**src/rtl/parking_lane_counter_pkg.sv**
```systemverilog
// Shared types and helpers for the multi-lane parking counter.
// Lane state encoding, sensor codes and a width helper.
package parking_lane_counter_pkg;

   typedef enum logic [2:0] {
      ST_IDLE,
      ST_E1,
      ST_E2,
      ST_E3,
      ST_X1,
      ST_X2,
      ST_X3,
      ST_WAIT
   } lane_st_e;

   localparam logic [1:0] S00 = 2'b00;
   localparam logic [1:0] S10 = 2'b10;
   localparam logic [1:0] S11 = 2'b11;
   localparam logic [1:0] S01 = 2'b01;

   function automatic int clog2(input int v);
      int r;
      r = 0;
      for (int i = 0; i < 31; i++) begin
         if ((1 << i) < v) r = i + 1;
      end
      return r;
   endfunction

endpackage

```
**src/rtl/parking_lane_counter_lane_dir_detector.sv**
```systemverilog
// One lane: sync, debounce, direction FSM and stuck-sequence timeout.
// Emits one-cycle registered entry/exit pulses.
module lane_dir_detector
   import parking_lane_counter_pkg::*;
#(
   parameter int DEB_CYC = 4,
   parameter int TIMEOUT = 1000
) (
   input  logic clk,
   input  logic rst,
   input  logic en,
   input  logic a,
   input  logic b,
   output logic sumar,
   output logic restar
);

   localparam int DW = clog2(DEB_CYC + 1);
   localparam int TW = clog2(TIMEOUT + 1);

   logic [1:0] s1_q, s2_q, filt_q, filt_d;
   logic [1:0][DW-1:0] deb_q, deb_d;
   lane_st_e st_q, st_d;
   logic [TW-1:0] tmr_q, tmr_d;
   logic sum_q, sum_d, res_q, res_d;
   logic tmo;

   always_comb begin
      filt_d = filt_q;
      deb_d = deb_q;
      for (int i = 0; i < 2; i++) begin
         if (s2_q[i] == filt_q[i]) begin
            deb_d[i] = '0;
         end else if (deb_q[i] == DW'(DEB_CYC - 1)) begin
            filt_d[i] = s2_q[i];
            deb_d[i] = '0;
         end else begin
            deb_d[i] = deb_q[i] + 1'b1;
         end
      end
   end

   assign tmo = (tmr_q == TW'(TIMEOUT))
             && (st_q != ST_IDLE)
             && (st_q != ST_WAIT);

   always_comb begin
      st_d = st_q;
      sum_d = 1'b0;
      res_d = 1'b0;
      if (!en) begin
         st_d = ST_IDLE;
      end else if (filt_q == S00) begin
         st_d = ST_IDLE;
         sum_d = (st_q == ST_E3);
         res_d = (st_q == ST_X3);
      end else if (tmo) begin
         st_d = ST_WAIT;
      end else begin
         unique case (st_q)
            ST_IDLE: begin
               if (filt_q == S10) st_d = ST_E1;
               else if (filt_q == S01) st_d = ST_X1;
               else st_d = ST_WAIT;
            end
            ST_E1: begin
               if (filt_q == S11) st_d = ST_E2;
               else if (filt_q == S01) st_d = ST_WAIT;
            end
            ST_E2: begin
               if (filt_q == S01) st_d = ST_E3;
               else if (filt_q == S10) st_d = ST_E1;
            end
            ST_E3: begin
               if (filt_q == S11) st_d = ST_E2;
               else if (filt_q == S10) st_d = ST_WAIT;
            end
            ST_X1: begin
               if (filt_q == S11) st_d = ST_X2;
               else if (filt_q == S10) st_d = ST_WAIT;
            end
            ST_X2: begin
               if (filt_q == S10) st_d = ST_X3;
               else if (filt_q == S01) st_d = ST_X1;
            end
            ST_X3: begin
               if (filt_q == S11) st_d = ST_X2;
               else if (filt_q == S01) st_d = ST_WAIT;
            end
            ST_WAIT: st_d = ST_WAIT;
         endcase
      end
   end

   // Saturate so a long dwell in IDLE/WAIT cannot wrap.
   always_comb begin
      if (!en || (st_d != st_q)) tmr_d = '0;
      else if (tmr_q == TW'(TIMEOUT)) tmr_d = tmr_q;
      else tmr_d = tmr_q + 1'b1;
   end

   always_ff @(posedge clk or negedge rst) begin
      if (!rst) begin
         s1_q <= '0;
         s2_q <= '0;
         filt_q <= '0;
         deb_q <= '0;
         st_q <= ST_IDLE;
         tmr_q <= '0;
         sum_q <= 1'b0;
         res_q <= 1'b0;
      end else begin
         s1_q <= {a, b};
         s2_q <= s1_q;
         filt_q <= filt_d;
         deb_q <= deb_d;
         st_q <= st_d;
         tmr_q <= tmr_d;
         sum_q <= sum_d;
         res_q <= res_d;
      end
   end

   assign sumar = sum_q;
   assign restar = res_q;

endmodule

```
**src/rtl/parking_lane_counter.sv**
```systemverilog
// Multi-lane parking occupancy counter with saturation flags.
// Lane pulses are netted each cycle into one registered count.
module parking_lane_counter
   import parking_lane_counter_pkg::*;
#(
   parameter int LANES = 2,
   parameter int CNT_W = 8,
   parameter int CAPACITY = 100,
   parameter int DEB_CYC = 4,
   parameter int TIMEOUT = 1000
) (
   input  logic             clk,
   input  logic             rst,
   input  logic             en,
   input  logic             clr,
   input  logic [LANES-1:0] a,
   input  logic [LANES-1:0] b,
   output logic [LANES-1:0] sumar,
   output logic [LANES-1:0] restar,
   output logic [CNT_W-1:0] count,
   output logic             full,
   output logic             empty,
   output logic             ovf,
   output logic             udf
);

   localparam int NW = CNT_W + clog2(LANES) + 2;
   localparam logic signed [NW-1:0] CAP_S = NW'(CAPACITY);

   logic [CNT_W-1:0] count_q, count_d;
   logic ovf_q, ovf_d, udf_q, udf_d;
   logic signed [NW-1:0] net;

   for (genvar g = 0; g < LANES; g++) begin : g_lane
      lane_dir_detector #(
         .DEB_CYC(DEB_CYC),
         .TIMEOUT(TIMEOUT)
      ) u_lane (
         .clk   (clk),
         .rst   (rst),
         .en    (en),
         .a     (a[g]),
         .b     (b[g]),
         .sumar (sumar[g]),
         .restar(restar[g])
      );
   end

   always_comb begin
      net = $signed(NW'(count_q));
      for (int i = 0; i < LANES; i++) begin
         net = net + $signed(NW'(sumar[i]))
                   - $signed(NW'(restar[i]));
      end
   end

   always_comb begin
      count_d = count_q;
      ovf_d = ovf_q;
      udf_d = udf_q;
      if (clr) begin
         count_d = '0;
         ovf_d = 1'b0;
         udf_d = 1'b0;
      end else if (net > CAP_S) begin
         count_d = CNT_W'(CAPACITY);
         ovf_d = 1'b1;
      end else if (net[NW-1]) begin
         count_d = '0;
         udf_d = 1'b1;
      end else begin
         count_d = net[CNT_W-1:0];
      end
   end

   always_ff @(posedge clk or negedge rst) begin
      if (!rst) begin
         count_q <= '0;
         ovf_q <= 1'b0;
         udf_q <= 1'b0;
      end else begin
         count_q <= count_d;
         ovf_q <= ovf_d;
         udf_q <= udf_d;
      end
   end

   assign count = count_q;
   assign full = (count_q == CNT_W'(CAPACITY));
   assign empty = (count_q == '0);
   assign ovf = ovf_q;
   assign udf = udf_q;

endmodule

```
**config.mk**
```make
export PLATFORM = sky130hd
export DESIGN_NAME = parking_lane_counter
export DESIGN_NICKNAME = d
export VERILOG_FILES = /design/src/rtl/parking_lane_counter_pkg.sv /design/src/rtl/parking_lane_counter_lane_dir_detector.sv /design/src/rtl/parking_lane_counter.sv
export SDC_FILE = /design/constraint.sdc
export NUM_CORES = 1
export LEC_CHECK = 0
export CAP_MARGIN = 20
export CORE_AREA = 2 2 87 89
export CTS_CLUSTER_SIZE = 16
export DETAILED_ROUTE_END_ITERATION = 8
export DIE_AREA = 0 0 89 91
export GPL_ROUTABILITY_DRIVEN = 1
export GPL_TIMING_DRIVEN = 0
export PLACE_DENSITY = 0.95
export SETUP_SLACK_MARGIN = 0.15
export SLEW_MARGIN = 10
export SYNTH_ARGS = -nofsm -noshare
export SYNTH_HDL_FRONTEND = slang
export SYNTH_SLANG_ARGS = --single-unit
```
**constraint.sdc**
```tcl
create_clock -name clk -period 12.25 [get_ports clk]
set_input_delay 3.675 -clock clk [delete_from_list [all_inputs] [get_ports clk]]
set_output_delay 3.675 -clock clk [all_outputs]
set_load 0.03 [all_outputs]
```
== Word level (Yosys, flattened, before mapping) ==
Index checks and enable logic that the tools add are counted.
Word-level totals
  bits in latches: 0
  memories kept: 0
  register bits: 64
  input bits: 8
  output and inout bits: 16
  logic and storage cells: 157
  memory bits (writable): 0
  bits in read-only memories: 0
Cells by class
  equal/unequal tests: 38
  bitwise gates (word level): 4
  order comparisons: 1
  reduce and logical (&&, ||, !) cells: 21
  mux-type cells: 60
  add/sub/neg operators: 10
  shift-type cells: 0
  $mul: 0
  divide/modulo/power cells: 0
Operators with widths (count)
  $mux 3: 36
  $pmux 3 s8: 2
  $mux 10: 4
  $eq 3x2->1 const B: 8
  $eq 3x3->1 const B: 8
  $mux 8: 3
  $add 10x1->10 const B: 2
  $eq 10x10->1 const B: 2
  $mux 1: 13
  $add 3x1->3 const B: 4
  $add 10x2->11: 1
  $gt 11x8->1 const B: 1
  $sub 11x2->11: 1
  $reduce_and 2->1: 5
  $sub 9x1->10: 1
  $add 8x1->9: 1
  $eq 2x2->1 const B: 4
  $eq 8x7->1 const B: 1
  $logic_not 8->1: 1
  $eq 3x1->1 const B: 2
  $logic_not 3->1: 2
  $ne 2x2->1 const B: 3
  $ne 3x3->1: 2
  $ne 3x3->1 const B: 2
  10 further kinds: 25

== Longest topological paths before layout ==
Gate-level depths: netlist (run 1).
  depth in word-level cells: 10
  mapped depth: 18
  gate-level depth less buffers: 18

== Modules after synthesis ==
Synthesis (run 1) repeated with hierarchy kept, for this count alone.
Unflattened totals
  cells, all modules: 472
  area, all modules: 4623.2 um^2
Modules (own cells, without submodules)
  lane_dir_detector (g_lane[0].u_lane): seq. area each 675.6 um^2, cells each 154, times used 1, area an instance 1581.5 um^2
  lane_dir_detector (g_lane[1].u_lane): seq. area each 675.6 um^2, cells each 150, times used 1, area an instance 1571.5 um^2
  parking_lane_counter: seq. area each 250.2 um^2, cells each 168, times used 1, area an instance 1470.2 um^2

== Least setup slack after synthesis (run 1) ==
Ideal clock, no wire load.
  path type: flip-flop to output port
  start point: register count_q[3] (netlist: count[3])
  end point: output full
  required time: 8.575 ns
  buffers on the path: 1
  slack: 6.982 ns
  arrival: 1.593 ns
  stages on the path, launching flop included: 6
  cell sequence: dfrtp_1 inv_1 ha_1 buf_6 nand3_1 nor3_1
Between the ends
  cells in the longest elaborated chain, start to end: 1
RTL lines
  start: declaration: line parking_lane_counter.sv:30  | logic [CNT_W-1:0] count_q, count_d;
  start signal: assignment: line parking_lane_counter.sv:82  | count_q <= count_d;
  $eq 8x7->1: line parking_lane_counter.sv:89  | assign full = (count_q == CNT_W'(CAPACITY));
  end: declaration: line parking_lane_counter.sv:21  | output logic full,
Every way passes these cells.

== Final worst setup path (run 1) ==
Same ends and word-level chain as after synthesis.

==> results of run 1 <==
[through the flow]
stage / utilization / setup WS [ns]
after floorplan: - / 6.98
after global placement: 0.683 / 5.60
after detailed placement: 0.682 / 6.87
after CTS: 0.708 / 6.47
after global routing: 0.708 / 6.34
final: 0.708 / 6.49
[worst max-delay path: stages (launching register included)]
cell and delay (ns):
dfrtp_1 0.41, inv_1 0.09, ha_1 0.16, buf_6 0.13, nand3_1 0.10, nor3_1 0.15
clkdlybuf4s50_1 0.70
[worst paths after layout]
| kind | startpoint | endpoint | slack [ns] | cells after the start |
|---|---|---|---|---|
| max in group asynchronous | rst | count[7] | 8.35 | 1 |
| worst min-delay path | g_lane[0].u_lane.s1_q[0] | g_lane[0].u_lane.s2_q[0] | 0.36 | 0 |
| worst max-delay path | count[3] | full | 6.49 | 6 |
| worst min register to register | g_lane[0].u_lane.s1_q[0] | g_lane[0].u_lane.s2_q[0] | 0.36 | 0 |
| min in group asynchronous | rst | g_lane[1].u_lane.s1_q[1] | 3.40 | 1 |
| worst max register to register | g_lane[0].u_lane.sumar | count[2] | 7.40 | 18 |
[cell usage after synthesis (7+ instances only)]
cell / n
nor2_1: 58
nand2_1: 32
nand3_1: 22
nor2b_1: 11
xnor2_1: 27
nor3_1: 15
nor3b_1: 7
clkbuf_1: 11
nand4_1: 7
a21oi_1: 29
and3_1: 7
xor2_1: 11
inv_1: 41
dfrtp_1: 64
ha_1: 41
o21ai_0: 14
nand2b_1: 7
[placed cells by master (no fill, tap or decap), types with 4 or more instances in the layout]
master and instances:
a211o_1 6, a211oi_1 5, a21o_1 5, a21oi_1 29
a31oi_1 4, and3_1 7, buf_4 5, clkbuf_1 11
clkbuf_8 9, clkdlybuf4s50_1 21, dfrtp_1 64, ha_1 41
inv_1 41, mux2i_1 6, nand2_1 32, nand2b_1 7
nand3_1 22, nand4_1 7, nor2_1 58, nor2b_1 11
nor3_1 15, nor3b_1 7, o21ai_0 14, o22ai_1 4
xnor2_1 27, xor2_1 11
[sequential cells by signal (all words and copies together) (netlist names), 2 cells and up]
| name | flops |
|---|---|
| count | 8 |
| g_lane.u_lane.deb_q | 12 |
| g_lane.u_lane.filt_q | 4 |
| g_lane.u_lane.restar | 2 |
| g_lane.u_lane.s1_q | 4 |
| g_lane.u_lane.s2_q | 4 |
| g_lane.u_lane.st_q | 6 |
| g_lane.u_lane.sumar | 2 |
| g_lane.u_lane.tmr_q | 20 |
[logic make-up (layout without fill, tap and decap cells)]
| kind of cell | Yosys count | in the layout | synth area share |
|---|---|---|---|
| simple gates | 188 | 188 | 0.212 |
| buf+inv | 61 | 99 | 0.0564 |
| fa+ha+maj | 43 | 43 | 0.122 |
| mux | 6 | 6 | 0.0133 |
| compound gates | 105 | 105 | 0.169 |
| flops | 64 | 64 | 0.354 |
| other cells | 1 | 1 | 0.000828 |
| xor+xnor | 38 | 38 | 0.0735 |
[layer usage]
layer | vias up | wire [µm] | GRT usage
met3 | 32 | 488 | 0.0536
met1 | 1832 | 4040 | 0.319
met4 | 0 | 262 | 0.111
li1 | 1843 | - | -
met5 | - | 0 | 0
met2 | 146 | 4960 | 0.442
[cell type report]
class                   instances  share of cell area
inverters                      42              0.0315
clock inverters                 7              0.0114
well taps                      99              0.0245
flip-flops and latches         64               0.317
multi-input cells             381               0.529
clock buffers                   9              0.0245
repair buffers                 22              0.0431
plain buffers                  19              0.0191
==> flow_metrics.env, run 1 <==
export IMPL_status="completed"
export IMPL_place_gp_congestion=0.929
export IMPL_syn_to_final_growth_pct=11.6
export IMPL_hold_buffers=0
export IMPL_worst_hold_slack_ns=0.359
export IMPL_hold_viol=0
export IMPL_layoutNonFillerInstCount=643
export IMPL_synthTopCellsByArea="dfrtp_1 35%, ha_1 11%, xnor2_1 5.2%"
export IMPL_core_um2=7140
export IMPL_timing_slew_headroom=0.487
export IMPL_ys_seq_elements=64
export IMPL_finalClockSkew_ns=0.00667
export IMPL_clk_pin_slew_ns=0.08
export IMPL_min_period_over_period=0.471
export IMPL_cts_tree="yes"
export IMPL_antenna_found_initial=0
export IMPL_synth_enable_flop_cells=0
export IMPL_final_layout_size_suffix_gt1_frac=0.0735
export IMPL_die_area_um2=8100
export IMPL_clock_sinks=64
export IMPL_timing_fmax_mhz=173
export IMPL_crit_arrival_ns=2.09
export IMPL_setup_worst_path_end_class="output port"
export IMPL_drt_iter0_markers=290
export IMPL_worstSetupPathType="reg2out"
export IMPL_regArea_um2=1600
export IMPL_routed_via_count=3853
export IMPL_dpl_hpwl_um=7050
export IMPL_yosysSeqAreaShare=0.354
export IMPL_crit_path_max_fanout=8
export IMPL_htreeDepth=3
export IMPL_synth_area_per_cell_um2=8.95
export IMPL_start_kind="flop"
export IMPL_fin_nets=590
export IMPL_io_pins=24
export IMPL_nFillCells=518
export IMPL_yosys_warnings=0
export IMPL_grt_max_degree=65
export IMPL_drv_cap=0
export IMPL_tightest_slew_ns=0.770
export IMPL_cts_setup_buffers=0
export IMPL_drtPass1Iterations=5
export IMPL_cts_resized=0
export IMPL_io_buffers=22
export IMPL_rows=31
export IMPL_synth_cells=506
export IMPL_route_detailed_drc=0
export IMPL_grt_pass1_wl_um=16700
export IMPL_cts_root_buf="clkbuf_8"
export IMPL_async_flop_share=1.00
export IMPL_fin_tns_setup_ns=0
export IMPL_multi_input_area_um2=2670
export IMPL_start_util=0.634
export IMPL_synth_area_um2=4530
export IMPL_fp_dieW_um=89
export IMPL_wl_per_cell_um=15.1
export IMPL_overflow=0
export IMPL_synth_flop_cell="dfrtp_1"
export IMPL_rsz0062_at_grt="no"
export IMPL_syn_nets=557
export IMPL_dp_cells=627
export IMPL_yosysUniqueCellTypes=71
export IMPL_grt_use_total=0.261
export IMPL_fin_crit_ns=5.76
export IMPL_synth_largest_area_cell="dfrtp_1"
export IMPL_insertion_delay_ns=0.35
export IMPL_required_ns=8.57
export IMPL_clockBufferDepth=2
export IMPL_ant_nets=0
export IMPL_die_h_um=91
export IMPL_stdcell_area_um2=5050
export IMPL_viasPerCell=5.99
export IMPL_placed_cell_area_um2=4870
export IMPL_cts_buffers=9
export IMPL_hold_path_class="reg2reg"
export IMPL_finalSetupViolations=0
export IMPL_synth_top_cell_area_share=0.354
export IMPL_slew_viol_final=0
export IMPL_antenna_cells=0
export IMPL_postRouteWirelength_um=9740
export IMPL_grt_pass1_vias=3802
Power of run 1 is not shown: default switching activity piles up to over one toggle a cycle in this logic, so the estimate is an artifact.
==> run 2, diff against run 1 <==
- CORE_AREA: 2 2 87 89 -> 2 2 94 96
- DIE_AREA: 0 0 89 91 -> 0 0 96 98
- PLACE_DENSITY: 0.95 -> 0.87
- clock period: 12.25 -> 5.03 ns (I/O delays scaled with it)
==> flow_metrics.env, run 2 (synthesis results as in run 1) <==
export IMPL_status="completed"
export IMPL_finalClockSkew_ns=0.0120
export IMPL_clock_sinks=64
export IMPL_final_layout_size_suffix_gt1_frac=0.0842
export IMPL_dpl_hpwl_um=6720
export IMPL_overflow=0
export IMPL_wl_per_cell_um=14.6
export IMPL_crit_path_max_fanout=4
export IMPL_fin_tns_setup_ns=0
export IMPL_fp_dieW_um=96
export IMPL_place_gp_congestion=0.902
export IMPL_viasPerCell=5.72
export IMPL_final_cell_mix="64 x dfrtp_1, 57 x nor2_1, 41 x inv_1, 41 x ha_1, 32 x nand2_1"
export IMPL_syn_to_final_growth_pct=14.4
export IMPL_die_area_um2=9410
export IMPL_die_h_um=98
export IMPL_start_util=0.535
export IMPL_postRouteWirelength_um=9540
export IMPL_grt_max_degree=65
export IMPL_finalSetupViolations=0
export IMPL_hold_path_class="reg2reg"
export IMPL_drtPass1Iterations=5
export IMPL_fin_nets=592
export IMPL_largest_reg_flops=20
export IMPL_clk_pin_slew_ns=0.08
export IMPL_required_ns=5.27
export IMPL_antenna_cells=0
export IMPL_insertion_delay_ns=0.36
export IMPL_route_detailed_drc=0
export IMPL_hold_buffers=0
export IMPL_regMostFlops="g_lane.u_lane.tmr_q"
export IMPL_io_buffers=22
export IMPL_grt_pass1_wl_um=16600
export IMPL_grt_use_total=0.219
export IMPL_start_kind="flop"
export IMPL_drv_cap=0
export IMPL_tightest_slew_ns=0.814
export IMPL_timing_slew_headroom=0.457
export IMPL_ant_nets=0
export IMPL_core_um2=8470
export IMPL_cts_root_buf="clkbuf_8"
export IMPL_rsz0062_at_grt="no"
export IMPL_rows=34
export IMPL_crit_arrival_ns=4.90
export IMPL_clockBufferDepth=2
export IMPL_timing_fmax_mhz=215
export IMPL_htreeDepth=3
export IMPL_routed_via_count=3741
export IMPL_hold_viol=0
export IMPL_antenna_found_initial=0
export IMPL_min_period_over_period=0.926
export IMPL_slew_viol_final=0
export IMPL_cts_buffers=9
export IMPL_io_pins=24
export IMPL_worstSetupPathType="reg2reg"
export IMPL_final_common_cell="dfrtp_1"
export IMPL_grt_pass1_vias=3758
export IMPL_setup_worst_path_end_class="flop"
export IMPL_fin_crit_ns=4.66
export IMPL_cts_tree="yes"
export IMPL_drt_iter0_markers=237
==> run 2: worst paths after layout <==
path	from	end	slack, ns	depth (start not counted)
max in group asynchronous	rst	g_lane[0].u_lane.tmr_q[5]	3.25	1
max reg2reg	g_lane[0].u_lane.restar	count[2]	0.37	17
min	g_lane[0].u_lane.s1_q[1]	g_lane[0].u_lane.s2_q[1]	0.35	0
min in group asynchronous	rst	g_lane[1].u_lane.deb_q[2]	1.24	1
min reg2reg	g_lane[0].u_lane.s1_q[1]	g_lane[0].u_lane.s2_q[1]	0.35	0
max	g_lane[0].u_lane.restar	count[2]	0.37	17
==> run 2: final cells by class <==
class	count	area [µm²]
Multi-Input combinational cell	381	2700
Tap cell	108	135
Inverter	42	159
Timing Repair Buffer	24	233
Fill cell	680	3280
Buffer	19	96.3
Clock buffer	10	138
Sequential cell	64	1600
Clock inverter	6	115
==> run 2: per-layer routing <==
metal | vias to the layer above | share of wire | GRT usage
met4 | 0 | 0.016 | 0.0648
met1 | 1804 | 0.45 | 0.266
met3 | 18 | 0.030 | 0.0502
met5 | - | 0 | 0
met2 | 70 | 0.50 | 0.381
li1 | 1849 | - | -
==> run 2: repair_timing <==
action / CTS / global route
endpoints found under the setup margin: 0 / 8
resized for setup: 0 / 6
buffers inserted: 0 / 2
==> run 2: critical path, cell delays in order, from the launching register on <==
cell and delay, ns:
dfrtp_1 0.40, ha_1 0.29, inv_1 0.04, ha_1 0.21
fa_2 0.38, a211o_1 0.33, and3_1 0.25, nor2_2 0.19
inv_1 0.12, ha_1 0.34, a21oi_1 0.15, o41ai_1 0.08
or3_4 0.36, a311o_2 0.46, o211ai_1 0.14, mux2i_2 0.33
o211ai_2 0.16, o31a_1 0.31
==> run 2: per-stage QoR <==
| step | setup WS [ns] | hold WS (ns) | util | instance area, µm² | std cells |
|---|---|---|---|---|---|
| finish | 0.370 | 0.350 | 0.612 | 5180 | 654 |
| CTS | 0.200 | 0.351 | 0.606 | 5130 | 652 |
| global route | 0.164 | 0.362 | 0.612 | 5180 | 654 |
| floorplan | 0.657 | 0.331 | - | 4530 | 506 |
| detailed placement | 0.282 | 0.335 | 0.577 | 4880 | 636 |
| global placement | 0.340 | 0.333 | 0.577 | 4880 | 636 |
Power of run 2 is left out for the same reason.
==> run 3, diff against run 2 <==
- CAP_MARGIN: 20 -> default
==> results of run 3 <==
No change in the layout: final DEF, timing and power equal those of run 2.
Power of run 3 is left out for the same reason.
